--- src/rtl/sram_bank_ctrl_pkg.sv ---
// Shared types and helpers for the multi-bank SRAM controller.
// The parity helpers are only used when SRAM_BANK_CTRL_PARITY_EN is defined.
package sram_bank_ctrl_pkg;

    typedef enum logic {
        INIT,
        RUN
    } state_e;

    localparam int unsigned PAR_MAX_W = 256;

    function automatic int unsigned calc_slice_w(input int unsigned data_w,
                                                 input int unsigned num_banks);
        return data_w / num_banks;
    endfunction

    // Even parity: the bit that makes the total number of ones even.
    function automatic logic even_parity(input logic [PAR_MAX_W-1:0] d);
        return ^d;
    endfunction

endpackage

--- src/rtl/sram_slice.sv ---
// One bank slice: flop-array storage, synchronous write, registered read
// followed by RD_LAT-1 extra output pipeline stages.
module sram_slice #(
    parameter int unsigned DEPTH  = 100,
    parameter int unsigned WIDTH  = 16,
    parameter int unsigned RD_LAT = 1,
    parameter int unsigned ADDR_W = $clog2(DEPTH)
) (
    input  logic              clk_i,
    input  logic              we_i,
    input  logic [ADDR_W-1:0] waddr_i,
    input  logic [WIDTH-1:0]  wdata_i,
    input  logic [ADDR_W-1:0] raddr_i,
    output logic [WIDTH-1:0]  rdata_o
);

    logic [WIDTH-1:0] mem_q  [DEPTH];
    logic [WIDTH-1:0] pipe_q [RD_LAT];

    // Rows beyond DEPTH read as zero so out-of-range requests never alias.
    always_ff @(posedge clk_i) begin
        if (we_i) begin
            mem_q[waddr_i] <= wdata_i;
        end
        pipe_q[0] <= (32'(raddr_i) < DEPTH) ? mem_q[raddr_i] : '0;
        for (int unsigned i = 1; i < RD_LAT; i++) begin
            pipe_q[i] <= pipe_q[i-1];
        end
    end

    assign rdata_o = pipe_q[RD_LAT-1];

endmodule

--- src/rtl/sram_bank_ctrl.sv ---
// Multi-bank SRAM controller with post-reset clear, credit-limited FWFT response
// FIFO and optional per-slice parity (enable with SRAM_BANK_CTRL_PARITY_EN).
module sram_bank_ctrl
    import sram_bank_ctrl_pkg::*;
#(
    parameter int unsigned DATA_W         = 32,
    parameter int unsigned DEPTH          = 100,
    parameter int unsigned NUM_BANKS      = 2,
    parameter int unsigned RD_LAT         = 1,
    parameter int unsigned RSP_FIFO_DEPTH = 4,
    parameter int unsigned ADDR_W         = $clog2(DEPTH)
) (
    input  logic                 clk,
    input  logic                 rst,
    input  logic                 req_val,
    output logic                 req_rdy,
    input  logic                 req_wr,
    input  logic [ADDR_W-1:0]    req_addr,
    input  logic [DATA_W-1:0]    req_wdata,
    input  logic [NUM_BANKS-1:0] req_wmask,
    output logic                 rsp_val,
    input  logic                 rsp_rdy,
    output logic [DATA_W-1:0]    rsp_data,
    output logic                 rsp_err,
    output logic                 init_done
);

    localparam int unsigned SLICE_W = calc_slice_w(DATA_W, NUM_BANKS);
`ifdef SRAM_BANK_CTRL_PARITY_EN
    localparam int unsigned MEM_W = SLICE_W + 1;
`else
    localparam int unsigned MEM_W = SLICE_W;
`endif
    localparam int unsigned OUT_W = $clog2(RSP_FIFO_DEPTH + 1);
    localparam int unsigned PTR_W = (RSP_FIFO_DEPTH > 1) ? $clog2(RSP_FIFO_DEPTH) : 1;

    state_e            state_q;
    logic [ADDR_W-1:0] init_cnt_q;
    logic              init_done_q;

    always_ff @(posedge clk) begin
        if (rst) begin
            state_q     <= INIT;
            init_cnt_q  <= '0;
            init_done_q <= 1'b0;
        end else begin
            case (state_q)
                INIT: begin
                    if (init_cnt_q == ADDR_W'(DEPTH - 1)) begin
                        state_q     <= RUN;
                        init_done_q <= 1'b1;
                    end else begin
                        init_cnt_q <= init_cnt_q + ADDR_W'(1);
                    end
                end
                default: ;
            endcase
        end
    end

    assign init_done = init_done_q;

    logic [OUT_W-1:0] out_q, out_d;
    logic             addr_ok, wr_fire, rd_fire, rsp_fire;

    assign req_rdy = (state_q == RUN) && (out_q < OUT_W'(RSP_FIFO_DEPTH));
    assign addr_ok = 32'(req_addr) < DEPTH;
    assign wr_fire = req_val && req_rdy && req_wr && addr_ok;
    assign rd_fire = req_val && req_rdy && !req_wr;

    logic [ADDR_W-1:0] wr_addr;
    logic [DATA_W-1:0] pipe_data;
    logic              pipe_err;

    assign wr_addr = (state_q == INIT) ? init_cnt_q : req_addr;

`ifdef SRAM_BANK_CTRL_PARITY_EN
    logic [NUM_BANKS-1:0] par_bad;
    assign pipe_err = |par_bad;
`else
    assign pipe_err = 1'b0;
`endif

    for (genvar b = 0; b < NUM_BANKS; b++) begin : g_slice
        logic               we;
        logic [MEM_W-1:0]   wd;
        logic [MEM_W-1:0]   rd;
        logic [SLICE_W-1:0] wslice;

        assign wslice = req_wdata[b*SLICE_W +: SLICE_W];

        always_comb begin
            we = 1'b0;
            wd = '0;
            if (state_q == INIT) begin
                we = 1'b1;
            end else if (wr_fire && req_wmask[b]) begin
                we = 1'b1;
`ifdef SRAM_BANK_CTRL_PARITY_EN
                wd = {even_parity(PAR_MAX_W'(wslice)), wslice};
`else
                wd = wslice;
`endif
            end
        end

        sram_slice #(
            .DEPTH  (DEPTH),
            .WIDTH  (MEM_W),
            .RD_LAT (RD_LAT),
            .ADDR_W (ADDR_W)
        ) u_slice (
            .clk_i   (clk),
            .we_i    (we),
            .waddr_i (wr_addr),
            .wdata_i (wd),
            .raddr_i (req_addr),
            .rdata_o (rd)
        );

        assign pipe_data[b*SLICE_W +: SLICE_W] = rd[SLICE_W-1:0];
`ifdef SRAM_BANK_CTRL_PARITY_EN
        assign par_bad[b] = rd[SLICE_W] ^ even_parity(PAR_MAX_W'(rd[SLICE_W-1:0]));
`endif
    end

    // Valid tokens travel alongside the slice read pipelines.
    logic [RD_LAT-1:0] vld_q;
    logic              pipe_vld;

    always_ff @(posedge clk) begin
        if (rst) begin
            vld_q <= '0;
        end else begin
            vld_q[0] <= rd_fire;
            for (int unsigned i = 1; i < RD_LAT; i++) begin
                vld_q[i] <= vld_q[i-1];
            end
        end
    end

    assign pipe_vld = vld_q[RD_LAT-1];

    logic [DATA_W-1:0] fifo_data_q [RSP_FIFO_DEPTH];
    logic [PTR_W-1:0]  wptr_q, wptr_d, rptr_q, rptr_d;
    logic [OUT_W-1:0]  cnt_q, cnt_d;
    logic              fifo_empty, push, pop;
    logic [DATA_W-1:0] head_data;

    function automatic logic [PTR_W-1:0] ptr_inc(input logic [PTR_W-1:0] p);
        return (p == PTR_W'(RSP_FIFO_DEPTH - 1)) ? '0 : p + PTR_W'(1);
    endfunction

    // Fall-through: with an empty FIFO the pipeline output is presented directly
    // and only lands in storage if the consumer does not take it this cycle.
    assign fifo_empty = (cnt_q == '0);
    assign push       = pipe_vld && !(fifo_empty && rsp_rdy);
    assign pop        = !fifo_empty && rsp_rdy;
    assign rsp_val    = !fifo_empty || pipe_vld;
    assign rsp_fire   = rsp_val && rsp_rdy;
    assign head_data  = fifo_empty ? pipe_data : fifo_data_q[rptr_q];
    assign rsp_data   = rsp_val ? head_data : '0;

    always_comb begin
        wptr_d = push ? ptr_inc(wptr_q) : wptr_q;
        rptr_d = pop  ? ptr_inc(rptr_q) : rptr_q;
        cnt_d  = cnt_q;
        case ({push, pop})
            2'b10:   cnt_d = cnt_q + OUT_W'(1);
            2'b01:   cnt_d = cnt_q - OUT_W'(1);
            default: ;
        endcase
        out_d = out_q;
        case ({rd_fire, rsp_fire})
            2'b10:   out_d = out_q + OUT_W'(1);
            2'b01:   out_d = out_q - OUT_W'(1);
            default: ;
        endcase
    end

    always_ff @(posedge clk) begin
        if (rst) begin
            wptr_q <= '0;
            rptr_q <= '0;
            cnt_q  <= '0;
            out_q  <= '0;
        end else begin
            wptr_q <= wptr_d;
            rptr_q <= rptr_d;
            cnt_q  <= cnt_d;
            out_q  <= out_d;
        end
    end

    always_ff @(posedge clk) begin
        if (push) begin
            fifo_data_q[wptr_q] <= pipe_data;
        end
    end

`ifdef SRAM_BANK_CTRL_PARITY_EN
    logic fifo_err_q [RSP_FIFO_DEPTH];

    always_ff @(posedge clk) begin
        if (push) begin
            fifo_err_q[wptr_q] <= pipe_err;
        end
    end

    assign rsp_err = rsp_val && (fifo_empty ? pipe_err : fifo_err_q[rptr_q]);
`else
    assign rsp_err = 1'b0;
`endif

endmodule

--- config.mk ---
export PLATFORM = sky130hd
export DESIGN_NAME = sram_bank_ctrl
export DESIGN_NICKNAME = d
export VERILOG_FILES = /design/src/rtl/sram_bank_ctrl_pkg.sv /design/src/rtl/sram_slice.sv /design/src/rtl/sram_bank_ctrl.sv
export SDC_FILE = /design/constraint.sdc
export NUM_CORES = 2
export LEC_CHECK = 0
export CAP_MARGIN = 20
export CELL_PAD_IN_SITES_DETAIL_PLACEMENT = 0
export CELL_PAD_IN_SITES_GLOBAL_PLACEMENT = 2
export CORE_ASPECT_RATIO = 2
export CORE_UTILIZATION = 57
export CTS_BUF_LIST = sky130_fd_sc_hd__clkbuf_8
export DETAILED_ROUTE_END_ITERATION = 6
export HOLD_SLACK_MARGIN = 0.02
export PLACE_DENSITY = 0.95
export SLEW_MARGIN = 30
export SYNTH_ARGS = -nofsm -noshare
export SYNTH_HDL_FRONTEND = slang
export SYNTH_HIERARCHICAL = 1
export SYNTH_SLANG_ARGS = --single-unit
--- constraint.sdc ---
create_clock -name clk -period 9.1 [get_ports clk]
set_input_delay 2.73 -clock clk [delete_from_list [all_inputs] [get_ports clk]]
set_output_delay 2.73 -clock clk [all_outputs]
set_load 0.02 [all_outputs]
==> reports/results.ini <==
[worst_hold_path]
hold_path_class = flip-flop to flip-flop
min_path_cells = 2

[finish]
fillers = 14900
fin_nets = 6547
final_cell_area_um2 = 145000
fin_cells = 9854
drive_gt1_frac = 0.274
area_delta_synth_final_pct = 10.8
fin_util = 0.635

[placement]
place_area_um2 = 137000
globalplace.congestion = 0.958
placedCellCount = 9053
hpwlAfterDp_um = 220000
port_buffers = 80

[sta]
hold_viol_final = 0
setup_viol = 0
slew_headroom = 0.200
rsz0062_at_grt = no
whs_ns = 0.476
final-max-slew-violation-count = 0
period_share = 0.724
fmaxAchievable_mhz = 152
skew_ns = 0.0917
worst_pin_slew_ns = 1.20
finalCriticalPeriod_ns = 6.59
tns_ns = 0

[yosys]
synth-compound-area-share = 0.0183
syn_area_um2 = 131000
synth.distinct_cells = 66
synth_cells = 5970
synth.area.mux_share = 0.170
synth_top_family_by_area = multiplexers
netlist_top_cells_area = edfxtp_1 76%, mux4_2 14%, mux2i_1 2.5%
synthArstFlopShare = 0
synth_edf_count = 3328
netlist.area_leader.share = 0.763
synth_xor_area_frac = 0.000401
yosys-top-cells-count = 3,328 x edfxtp_1, 804 x mux4_2, 328 x mux2i_1, 241 x nor2_1, 166 x nand2_1
synth_nets = 6026
seq_area_frac_synth = 0.771
ys_ff_latch = 3382
avgSynthCellArea_um2 = 21.9
yosys.area.top_type = edfxtp_1
synth_fa_ha_area_frac = 0.00107
synth-simple-area-share = 0.0234
synthFlopType = edfxtp_1
yosysWarningCount = 6
post-synth-top-count-cell = edfxtp_1

[power]
vdd_ir_drop_max_mv = 0.161
p_leak_nw = 53.6
p_per_area_nw_per_um2 = 199

[critical_path]
cp-end-kind = output pin
rrSetupSlack_ns = 4.27
crit_arrival_ns = 3.86
cp-endpoint = rsp_data[13]
crit_required_ns = 6.37
startpoint_type = flip-flop
worst_r2r_endpoint = g_slice[1].u_slice/mem_q[46][8]$_DFFE_PP_
path_max_fanout = 17
crit_type = flip-flop to output pin
r2r_start = state_q$_SDFF_PP0_
reg2regPathDepth = 8

[clock_tree]
cts_max_level = 5
cts_setup_buffers = 0
insertion_delay_ns = 1.03
cts_made_buffers = 433
hold_buffers = 0
tritoncts = done
cts-root-buf = clkbuf_8
clkTransAtPathRegs_ns = 0.07
cts_buffer_depth = 4
cts_num_sinks = 3382
cts_resized = 0

[global_routing]
grt_pass1_wl_um = 483000
grt_antenna_before_repair = 24
grt_overflow = 0
grt_max_degree = 128
first_global_vias = 65900
grt_use_total = 0.300

[detailed_routing]
drtPass1Iterations = 7
ant_nets = 0
via_count = 63800
wl_um = 344000
drc = 1
wl_per_cell_um = 34.9
routed_via_density = 6.48
drt-initial-drc-count = 7930

[floorplanning]
rows = 248
start_util = 0.573
die_y_um = 680
core_area_um2 = 228000
die_width_um = 341
pin_count = 82
die_area_um2 = 232000

[status]
status = complete, but fails checks
violations = design-rule violations

[job]
cap_violations = 0

==> cells by family after synthesis <==
group	after synthesis
mux	1197
fa+ha+maj	10
flops	3382
simple gates	666
other cells	1
xor+xnor	6
compound gates	356
buf+inv	352
==> cells in the final DEF (no fill, tap or decap), drive strengths merged, types with 20 or more instances in the layout <==
| cell type | netlist | layout |
|---|---|---|
| bufinv | 0 | 25 |
| mux2 | 57 | 57 |
| a22oi | 68 | 68 |
| a21oi | 57 | 57 |
| nor2b | 62 | 62 |
| nor3 | 21 | 21 |
| o22ai | 42 | 42 |
| nand3 | 77 | 77 |
| mux4 | 812 | 812 |
| inv | 19 | 130 |
| buf | 254 | 344 |
| clkinv | 2 | 186 |
| nand2 | 166 | 166 |
| mux2i | 328 | 328 |
| o21ai | 65 | 65 |
| nand2b | 20 | 20 |
| nor2 | 241 | 241 |
| and2 | 47 | 47 |
| dfxtp | 54 | 54 |
| a211oi | 26 | 26 |
| clkbuf | 77 | 458 |
| clkdlybuf4s50 | 0 | 72 |
| edfxtp | 3328 | 3328 |
==> per-layer routing <==
metal | up-vias | global-route usage | wire (um)
li1 | 26000 | - | -
met1 | 33100 | 0.321 | 103000
met2 | 3668 | 0.510 | 177000
met3 | 990 | 0.0560 | 27900
met4 | 14 | 0.264 | 35700
met5 | - | 0 | 149
==> worst min-delay path by stage <==
| stage | start | end | slack (ns) |
|---|---|---|---|
| after detailed placement | rptr_q[0]$_SDFFE_PP0P_ | flip-flop | 0.47 |
| after floorplan | rptr_q[1]$_SDFFE_PP0P_ | flip-flop | 0.45 |
| after CTS | rptr_q[0]$_SDFFE_PP0P_ | flip-flop | 0.47 |
| after global placement | rptr_q[1]$_SDFFE_PP0P_ | rptr_q[1]$_SDFFE_PP0P_ | 0.46 |
| after global routing | rptr_q[0]$_SDFFE_PP0P_ | flip-flop | 0.52 |
| final | rptr_q[0]$_SDFFE_PP0P_ | flip-flop | 0.48 |
==> state kept, by name, summed over array words and instances, names as in the netlist, named ones only <==
signal and count:
cnt_q 3, init_done 1, wptr_q 2, g_slice.u_slice/pipe_q 32
state_q 1, pipe_vld 1, out_q 3, rptr_q 2
fifo_data_q 128, init_cnt_q 7, g_slice.u_slice/mem_q 3200
==> final cells by class <==
type                    count  area [um^2]  area share
diodes                     10         25.0    0.000173
clock buffers             457         6290      0.0434
clock inverters           331         2110      0.0145
inverters                  21         78.8    0.000543
multi-input cells        2236        28200       0.194
flip-flops and latches   3382       101000       0.696
well taps                3000         3750      0.0259
repair buffers            417         3620      0.0250
==> metrics by stage <==
step           worst slack (ns)  total power, mW
6_report                   2.51             28.8
5_1_grt                    2.31             29.5
4_1_cts                    2.38             28.9
3_5_place_dp               2.10             18.3
3_3_place_gp             0.0685             18.3
2_1_floorplan              3.78             17.9
==> where the power goes <==
group	internal, mW	switching [mW]	total [mW]
Combinational	0.353	0.639	0.992
Sequential	16.9	0.0792	17.0
Clock	5.38	5.44	10.8
==> critical path, cell delays in order (launching register included) <==
cell and delay [ns]:
dfxtp_2 0.73, buf_4 0.44, mux4_2 0.56, nand2_1 0.07, o21ai_0 0.36, clkdlybuf4s50_1 0.68
Power figures use the tool's default switching activity.
